<file path="src/rtl/counter_ctrl_pkg.sv">
// counter_ctrl_pkg: register map, bit positions and FSM encoding shared by the counter bus front end
package counter_ctrl_pkg;
    localparam logic [1:0] ADDR_VALUE  = 2'd0;
    localparam logic [1:0] ADDR_CTRL   = 2'd1;
    localparam logic [1:0] ADDR_STATUS = 2'd2;
    localparam logic [1:0] ADDR_RSVD   = 2'd3;
    localparam int CTRL_CH_LSB  = 0;
    localparam int CTRL_EN_LSB  = 4;
    localparam int CTRL_AUTO    = 8;
    localparam int ST_FLAG_LSB  = 0;
    localparam int ST_BUSY      = 3;
    localparam int ST_OVR       = 4;
    localparam int ST_CHERR     = 5;
    localparam logic [1:0] CH_RESERVED = 2'd3;
    typedef enum logic [1:0] {IDLE = 2'd0, HOLD = 2'd1, GAP = 2'd2} state_t;
endpackage

</file>
<file path="src/rtl/counter_edge_sync.sv">
// counter_edge_sync: multi-flop synchroniser for an asynchronous expiry line plus rising-edge pulse
module counter_edge_sync #(
    parameter int SYNC_STAGES = 2
) (
    input  logic clk,
    input  logic reset,
    input  logic d,
    output logic pulse
);
    logic [SYNC_STAGES-1:0] sync;
    logic                   prev;
    // shift the raw line through the synchroniser and remember the last synchronised level
    always_ff @(posedge clk or negedge reset) begin
        if (!reset) begin
            sync <= '0;
            prev <= 1'b0;
        end else begin
            sync <= {sync[SYNC_STAGES-2:0], d};
            prev <= sync[SYNC_STAGES-1];
        end
    end
    assign pulse = sync[SYNC_STAGES-1] & ~prev;
endmodule

</file>
<file path="src/rtl/counter_bus_ctrl.sv">
// counter_bus_ctrl: bus front end for the counter unit; optional auto reload under COUNTER_AUTO_RELOAD_EN
module counter_bus_ctrl
    import counter_ctrl_pkg::*;
#(
    parameter int WE_HOLD     = 4,
    parameter int SYNC_STAGES = 2
) (
    input  logic        clk,
    input  logic        reset,
    input  logic        bus_cs,
    input  logic        bus_we,
    input  logic [1:0]  bus_addr,
    input  logic [31:0] bus_wdata,
    output logic [31:0] bus_rdata,
    output logic        bus_busy,
    output logic        counter_we,
    output logic [31:0] counter_val,
    output logic [1:0]  counter_ch,
    input  logic [31:0] counter_out,
    input  logic        counter0_out,
    input  logic        counter1_out,
    input  logic        counter2_out,
    output logic        irq
);
    state_t      state;
    logic [3:0]  hold_cnt;
    logic [1:0]  ctrl_ch;
    logic [2:0]  ctrl_en;
    logic        auto_en;
    logic [2:0]  flag;
    logic        ovr;
    logic        cherr;
    logic [2:0]  expiry;
    logic [2:0]  pulse;
    logic        idle;
    logic        wr;
    logic        val_wr;
    logic        st_wr;
    logic        val_go;
    logic        reload_go;
    logic        start;
    logic [31:0] rdata_nxt;

    assign expiry = {counter2_out, counter1_out, counter0_out};

    genvar i;
    generate
        for (i = 0; i < 3; i++) begin : g_sync
            counter_edge_sync #(.SYNC_STAGES(SYNC_STAGES)) u_sync (
                .clk   (clk),
                .reset (reset),
                .d     (expiry[i]),
                .pulse (pulse[i])
            );
        end
    endgenerate

    // bus decode and readback selection
    always_comb begin
        idle      = state == IDLE;
        wr        = bus_cs && bus_we;
        val_wr    = wr && bus_addr == ADDR_VALUE;
        st_wr     = wr && bus_addr == ADDR_STATUS;
        val_go    = val_wr && idle && ctrl_ch != CH_RESERVED;
        start     = val_go || reload_go;
        rdata_nxt = bus_addr == ADDR_VALUE  ? counter_out :
                    bus_addr == ADDR_CTRL   ? {23'b0, auto_en, 1'b0, ctrl_en, 2'b0, ctrl_ch} :
                    bus_addr == ADDR_STATUS ? {26'b0, cherr, ovr, bus_busy, flag} : 32'b0;
    end

`ifdef COUNTER_AUTO_RELOAD_EN
    logic       reload_pend;
    logic [3:0] pulse_ch;
    assign pulse_ch  = {1'b0, pulse};
    assign reload_go = idle && reload_pend;
    // auto-reload enable bit and a single pending reload; a bus load in the same cycle takes precedence
    always_ff @(posedge clk or negedge reset) begin
        if (!reset) begin
            auto_en     <= 1'b0;
            reload_pend <= 1'b0;
        end else begin
            if (wr && bus_addr == ADDR_CTRL) auto_en <= bus_wdata[CTRL_AUTO];
            if (auto_en && pulse_ch[ctrl_ch]) reload_pend <= 1'b1;
            else if (reload_go && !val_go) reload_pend <= 1'b0;
        end
    end
`else
    assign auto_en   = 1'b0;
    assign reload_go = 1'b0;
`endif

    // load sequencer: latch value/channel, hold the strobe WE_HOLD cycles, then one low gap cycle
    always_ff @(posedge clk or negedge reset) begin
        if (!reset) begin
            state       <= IDLE;
            hold_cnt    <= '0;
            counter_we  <= 1'b0;
            counter_val <= '0;
            counter_ch  <= '0;
            bus_busy    <= 1'b0;
        end else begin
            bus_busy <= !idle;
            case (state)
                IDLE: if (start) begin
                    state      <= HOLD;
                    hold_cnt   <= '0;
                    counter_we <= 1'b1;
                    if (val_go) begin
                        counter_val <= bus_wdata;
                        counter_ch  <= ctrl_ch;
                    end
                end
                HOLD: if (hold_cnt == 4'(WE_HOLD - 1)) begin
                    state      <= GAP;
                    counter_we <= 1'b0;
                end else hold_cnt <= hold_cnt + 4'd1;
                GAP: state <= IDLE;
                default: state <= IDLE;
            endcase
        end
    end

    // control/status registers, sticky flags with set-over-clear, interrupt and read data
    always_ff @(posedge clk or negedge reset) begin
        if (!reset) begin
            ctrl_ch   <= '0;
            ctrl_en   <= '0;
            flag      <= '0;
            ovr       <= 1'b0;
            cherr     <= 1'b0;
            irq       <= 1'b0;
            bus_rdata <= '0;
        end else begin
            if (wr && bus_addr == ADDR_CTRL) begin
                ctrl_ch <= bus_wdata[CTRL_CH_LSB +: 2];
                ctrl_en <= bus_wdata[CTRL_EN_LSB +: 3];
            end
            flag  <= (flag & ~(st_wr ? bus_wdata[ST_FLAG_LSB +: 3] : 3'b0)) | pulse;
            ovr   <= (ovr && !(st_wr && bus_wdata[ST_OVR])) || (val_wr && !idle);
            cherr <= (cherr && !(st_wr && bus_wdata[ST_CHERR])) || (val_wr && idle && ctrl_ch == CH_RESERVED);
            irq   <= |(flag & ctrl_en);
            if (bus_cs && !bus_we) bus_rdata <= rdata_nxt;
        end
    end
endmodule

</file>
<file path="config.mk">
export PLATFORM = sky130hd
export DESIGN_NAME = counter_bus_ctrl
export DESIGN_NICKNAME = d
export VERILOG_FILES = /design/src/rtl/counter_ctrl_pkg.sv /design/src/rtl/counter_edge_sync.sv /design/src/rtl/counter_bus_ctrl.sv
export SDC_FILE = /design/constraint.sdc
export NUM_CORES = 1
export LEC_CHECK = 0
export ABC_AREA = 1
export CORE_MARGIN = 2
export CORE_UTILIZATION = 35
export DETAILED_ROUTE_END_ITERATION = 8
export PLACE_DENSITY = 0.66
export SLEW_MARGIN = 20
export SYNTH_ARGS = -nofsm -noshare
export SYNTH_HDL_FRONTEND = slang
export SYNTH_SLANG_ARGS = --single-unit
</file>
<file path="constraint.sdc">
create_clock -name clk -period 1.5 [get_ports clk]
set_input_delay 0.375 -clock clk [delete_from_list [all_inputs] [get_ports clk]]
set_output_delay 0.375 -clock clk [all_outputs]
set_load 0.005 [all_outputs]
</file>
==> results of run 1 <==
-- worst paths after layout --
kind                                           from                        to  slack (ns)
min reg2reg                g_sync[0].u_sync.sync[0]  g_sync[0].u_sync.sync[1]        0.36
min in group clk           g_sync[0].u_sync.sync[0]  g_sync[0].u_sync.sync[1]        0.36
min                                           reset             bus_rdata[17]        0.03
max in group asynchronous                     reset             bus_rdata[21]        1.03
max reg2reg                             hold_cnt[0]               hold_cnt[0]        0.15
max                                          bus_we                ctrl_en[0]        0.09
-- what timing repair did --
item / CTS / global route
buffers inserted: 6 / 0
endpoints found under the setup margin: 69 / 13
gates cloned: 0 / 0
hold buffers: 0 / 0
gates resized for setup: 69 / 2
-- area by class of cell --
cell class,count,area (um^2),share of cell area (%)
sequential,94,2350,41.8
inverter,56,210,3.73
clock inverter,1,30.0,0.533
multi-input combinational,244,1160,20.6
clock buffer,12,165,2.93
timing repair buffer,163,1540,27.4
tap,140,175,3.11
-- per-stage QoR --
step	utilization [%]	setup WS, ns	cells	power (uW)
after floorplan	-	0.284	408	4450
after global placement	50.9	-0.272	691	6030
after CTS	52.4	0.0465	710	7430
after global routing	52.4	0.0184	710	7840
final	52.4	0.0920	710	7300
after detailed placement	50.9	-0.307	691	6090
-- cells by family after synthesis --
kind of cell | Yosys count | share of synthesized area, %
buf+inv | 70 | 8.62
fa+ha+maj | 1 | 0.327
compound gates | 56 | 9.76
simple gates | 187 | 19.9
flops | 94 | 61.4
-- power by group through the flow --
stage,Clock [uW],Sequential [uW],Combinational (uW)
after floorplan,0,3600,845
final,1680,3520,2110
after detailed placement,0,3600,2500
after global placement,0,3580,2450
after global routing,1840,3620,2380
after CTS,1740,3530,2150
-- worst register-to-register path: stages, from the launching register on --
cell and delay [ns]:
dfrtp_1 0.43, ha_1 0.25, inv_1 0.06, nor2_1 0.03, nand2_1 0.11, nand2_1 0.13, or2_1 0.23, nand2_1 0.06
-- flip-flops by register name (all words and copies together) (netlist names) --
| register | count |
|---|---|
| irq | 1 |
| state | 2 |
| g_sync.u_sync.sync | 6 |
| counter_we | 1 |
| hold_cnt | 4 |
| bus_busy | 1 |
| ovr | 1 |
| g_sync.u_sync.prev | 3 |
| cherr | 1 |
| ctrl_en | 3 |
| bus_rdata | 32 |
| flag | 3 |
| counter_val | 32 |
| ctrl_ch | 2 |
| counter_ch | 2 |
-- synth_stat cells (all sizes together) --
cell      n  share of area, %
nand2   149                15
dfrtp    94                61
inv      56               5.5
o21ai    55               9.5
nor2     21               2.8
nand3    14               1.8
buf      13               3.0
nand4     2              0.49
clkbuf    1             0.098
ha        1              0.33
o221ai    1              0.23
or2       1              0.16
-- metal layers --
| metal | part of all wire, % | routed length [um] | track usage, % | vias up |
|---|---|---|---|---|
| met1 | 43 | 3960 | 20.4 | 1449 |
| met4 | 1.9 | 173 | 6.96 | 0 |
| li1 | - | - | - | 1565 |
| met3 | 8.3 | 757 | 3.89 | 13 |
| met5 | 0 | 0 | 0 | - |
| met2 | 46 | 4240 | 26.3 | 118 |
-- cells in the final DEF (no fill, tap or decap), types with 12 or more instances in the layout --
cell type / Yosys / final
o21ai_0: 25 / 25
buf_4: 3 / 18
nor2_1: 17 / 17
dlygate4sd2_1: 0 / 69
dfrtp_1: 94 / 94
nand3_1: 14 / 14
clkbuf_8: 0 / 12
o21ai_2: 24 / 24
clkdlybuf4s50_1: 0 / 71
inv_1: 54 / 54
nand2_1: 149 / 148
==> flow_summary_export.csv, run 1 <==
group,metric,value,unit
worst_setup_path,crit_type,"input pin to flip-flop",
floorplanning,core,0.0107,mm^2
global_routing,grt_pass1_wl,14.8,mm
worst_setup_path,critPathMaxStageDelay,0.50,ns
detailed_routing,vias_per_cell,4.43,
sta,finClkSkew,0.00837,ns
detailed_routing,drc_errors,0,
sta,finalHoldViolCount,0,
finish,final_area,0.00563,mm^2
worst_setup_path,cp_cell_sequence,"clkdlybuf4s50_1 > nand2_1 > inv_1 > buf_4 > nand2_1 > o21ai_0",
placement,port_buffers,141,
sta,max-slew-margin-rel,65.3,%
synthesis,syn_nets,482,
sta,fmax,710,MHz
sta,min_period_over_period,93.9,%
floorplanning,die_w,109,um
global_routing,overflow,0,
pwr,switching_power,2090,uW
floorplanning,die_h,109,um
worst_setup_path,crit_buf_inv,3,
pwr,sw_frac_of_total,28.7,%
pwr,p_leak,0.00306,uW
floorplanning,dieArea,0.0118,mm^2
clock_tree,tritoncts,"yes",
detailed_routing,drt_iter0_markers,232,
worst_setup_path,startpoint_type,"input pin",
run,max_cap_violations,0,
synthesis,synthCells,408,
pwr,combPwrFrac,28.8,%
worst_setup_path,critical_path_depth,6,
finish,n_fill_cell,1008,
finish,diodes,0,
floorplanning,core.rowCount,38,
synthesis,synth_area,0.00383,mm^2
floorplanning,start_util,35.7,%
worst_setup_path,worst_path_max_delay_cell,"clkdlybuf4s50_1",
worst_setup_path,worstPathMaxFanout,10,
pwr,pwr-share-seq,48.2,%
worst_setup_path,cp_data_arrival_time,1.67,ns
synthesis,avgSynthCellArea,9.39,um^2
clock_tree,cts_inserted_buffers,9,
finish,drive_above_1_share,11.9,%
pwr,internal-power,5210,uW
synthesis,synth.distinct_cells,21,
detailed_routing,wl_per_cell,12.9,um
clock_tree,clk_pin_slew,0.08,ns
worst_setup_path,cp_top_family,"buffers and inverters",
pwr,irDropWorstVdd,0.549,mV
sta,period_needed,1.41,ns
sta,drv_slew,0,
sta,whs,0.0308,ns
min_path,hold_class,"input pin to asynchronous set/reset pin",
detailed_routing,drtPass1Iterations,4,
clock_tree,clkSinkCount,94,
worst_setup_path,r2r_cells,7,
sta,tightest_slew,0.520,ns
clock_tree,cts_root_buf,"clkbuf_8",
worst_setup_path,cp.required,1.76,ns
placement,place_area,0.00547,mm^2
synthesis,seq_area_frac_synth,61.4,%
finish,syn_to_final_growth,47.1,%
pwr,pwr-share-clk,22.9,%
clock_tree,htreeDepth,3,
placement,routabilityCongestion,0.808,
global_routing,grt_usage,16.1,%
clock_tree,clkLatencyLatePin,0.35,ns
sta,rsz0062_at_grt,"false",
synthesis,yosys_warnings,0,
pwr,cellPowerDensity,1300,mW/mm^2
detailed_routing,wirelength,9.13,mm
global_routing,grt_start_max_net_pins,95,
global_routing,grt_pass1_vias,3060,
placement,hpwl,6.74,mm
sta,setup_tns,0,ns
detailed_routing,num_vias,3145,
worst_setup_path,crit_path_end_kind,"flip-flop",
finish,nNetsFinal,642,
floorplanning,pin_count,142,
global_routing,antenna_found_initial,0,
outcome,status,"finished, final reports clean",
sta,finalSetupViolations,0,
detailed_routing,postRouteAntennaNets,0,
worst_setup_path,cp_common_cell,"nand2_1",
clock_tree,clockBufferDepth,2,
synthesis,synth_seq_cells,94,
(Power assumes the default switching activity.)
==> inputs of run 2 (changes only) <==
PLACE_DENSITY = 0.69   (was 0.66)
==> run 2 against run 1 <==
- sequential power about the same
- combinational power grew 3%
- worst hold slack better by 0.32 ns
- first-iteration DRC count fell by 9.1%
- clock skew increased by 0.00056 ns
- fmax is 0.17% higher
- utilization grew 0.64 points
- die area unchanged
- routed wire length shrank 1.6%
- register-to-register slack got worse by 0.02 ns
- via count grew 2.2%
- critical path depth down 5
- largest cell class unchanged
==> flow_summary_export.csv, run 2 (same netlist as run 1, synthesis figures left out) <==
group,metric,value,unit
outcome,status,"finished, final reports clean",
clock_tree,clk_pin_slew,0.09,ns
detailed_routing,num_vias,3213,
finish,syn_to_final_growth,48.9,%
clock_tree,htreeDepth,3,
worst_setup_path,cp_top_family,"flip-flops",
worst_setup_path,cp.required,1.12,ns
finish,diodes,0,
floorplanning,start_util,35.7,%
detailed_routing,drc_errors,0,
worst_setup_path,cp_cell_sequence,"dlygate4sd2_1",
finish,top_regs,"bus_rdata x32, counter_val x32, g_sync.u_sync.sync x6",
global_routing,grt_pass1_wl,14.3,mm
clock_tree,clkLatencyLatePin,0.35,ns
worst_setup_path,crit_path_end_kind,"output pin",
clock_tree,clkSinkCount,94,
worst_setup_path,cp_data_arrival_time,1.03,ns
floorplanning,core,0.0107,mm^2
worst_setup_path,worstPathMaxFanout,2,
floorplanning,pin_count,142,
sta,max-slew-margin-rel,79.6,%
global_routing,grt_start_max_net_pins,39,
sta,min_period_over_period,93.7,%
sta,drv_slew,0,
min_path,hold_class,"flip-flop to flip-flop",
detailed_routing,drt_iter0_markers,211,
placement,port_buffers,141,
finish,final_cell_mix,"148 x nand2_1, 94 x dfrtp_1, 71 x clkdlybuf4s50_1",
detailed_routing,vias_per_cell,4.46,
detailed_routing,postRouteAntennaNets,0,
worst_setup_path,startpoint_type,"flip-flop",
finish,nNetsFinal,650,
sta,tightest_slew,0.306,ns
global_routing,antenna_found_initial,0,
floorplanning,core.rowCount,38,
sta,fmax,711,MHz
sta,finalHoldViolCount,0,
pwr,cellPowerDensity,1280,mW/mm^2
floorplanning,dieArea,0.0118,mm^2
worst_setup_path,crit_type,"flip-flop to output pin",
clock_tree,cts_inserted_buffers,9,
clock_tree,tritoncts,"yes",
finish,final_common_cell,"nand2_1",
floorplanning,die_w,109,um
detailed_routing,wl_per_cell,12.5,um
worst_setup_path,worst_path_max_delay_cell,"dfrtp_1",
pwr,p_leak,0.00310,uW
worst_setup_path,crit_buf_inv,1,
detailed_routing,wirelength,8.98,mm
global_routing,grt_pass1_vias,3084,
worst_setup_path,critPathMaxStageDelay,0.39,ns
sta,period_needed,1.41,ns
detailed_routing,drtPass1Iterations,5,
floorplanning,die_h,109,um
finish,drive_above_1_share,13.1,%
pwr,irDropWorstVdd,0.585,mV
clock_tree,clockBufferDepth,2,
placement,hpwl,6.79,mm
sta,finClkSkew,0.00893,ns
global_routing,overflow,0,
finish,n_fill_cell,1021,
placement,routabilityCongestion,0.781,
finish,final_util,53.1,%
sta,rsz0062_at_grt,"false",
run,max_cap_violations,0,
clock_tree,cts_root_buf,"clkbuf_8",
global_routing,grt_usage,15.5,%
pwr,total_power,7310,uW
sta,finalSetupViolations,0,
## run 2: where the power goes
| group | internal, uW | switching [uW] |
|---|---|---|
| Clock | 802 | 822 |
| Combinational | 1190 | 975 |
| Sequential | 3180 | 343 |
| Total | 5170 | 2140 |
## run 2: what timing repair did
item | CTS | global route
hold endpoints to repair | 18 | 0
setup endpoints to repair | 69 | 11
setup buffers | 10 | 0
pin swaps | 0 | 0
hold buffers | 1 | 0
gates resized for setup | 69 | 3
## run 2: final cells by class
class / count / area [um^2] / share of cell area (%)
inverters: 56 / 210 / 3.69
clock buffers: 11 / 141 / 2.48
repair buffers: 171 / 1620 / 28.3
flip-flops and latches: 94 / 2350 / 41.2
multi-input cells: 244 / 1160 / 20.3
well taps: 140 / 175 / 3.07
clock inverters: 4 / 47.5 / 0.834
## run 2: per-stage QoR
stage                     instances  TNS [ns]  setup slack (ns)  area [um^2]  hold WS, ns
after detailed placement        694    -17.34            -0.276         5510        0.292
after floorplan                 408         0             0.284         3830       0.0794
after CTS                       720         0            0.0677         5700        0.354
after global routing            720         0          0.000605         5700        0.376
final                           720         0            0.0944         5700        0.352
after global placement          694    -15.06            -0.239         5510        0.289
## run 2: final timing paths
path,depth (start not counted),from,to,slack (ns)
worst max-delay path,1,bus_busy,bus_busy,0.09
worst min-delay path,0,g_sync[1].u_sync.sync[0],g_sync[1].u_sync.sync[1],0.35
worst max register to register,7,hold_cnt[0],hold_cnt[0],0.13
worst min register to register,0,g_sync[1].u_sync.sync[0],g_sync[1].u_sync.sync[1],0.35
max in group asynchronous,3,reset,bus_rdata[19],0.53
min in group asynchronous,2,reset,bus_rdata[29],0.46
## run 2: metal layers
layer | vias up | share of wire [%] | global-route usage [%]
li1 | 1586 | - | -
met1 | 1486 | 44 | 20.0
met2 | 130 | 45 | 24.7
met3 | 11 | 8.9 | 3.89
met4 | 0 | 1.8 | 7.05
met5 | - | 0 | 0
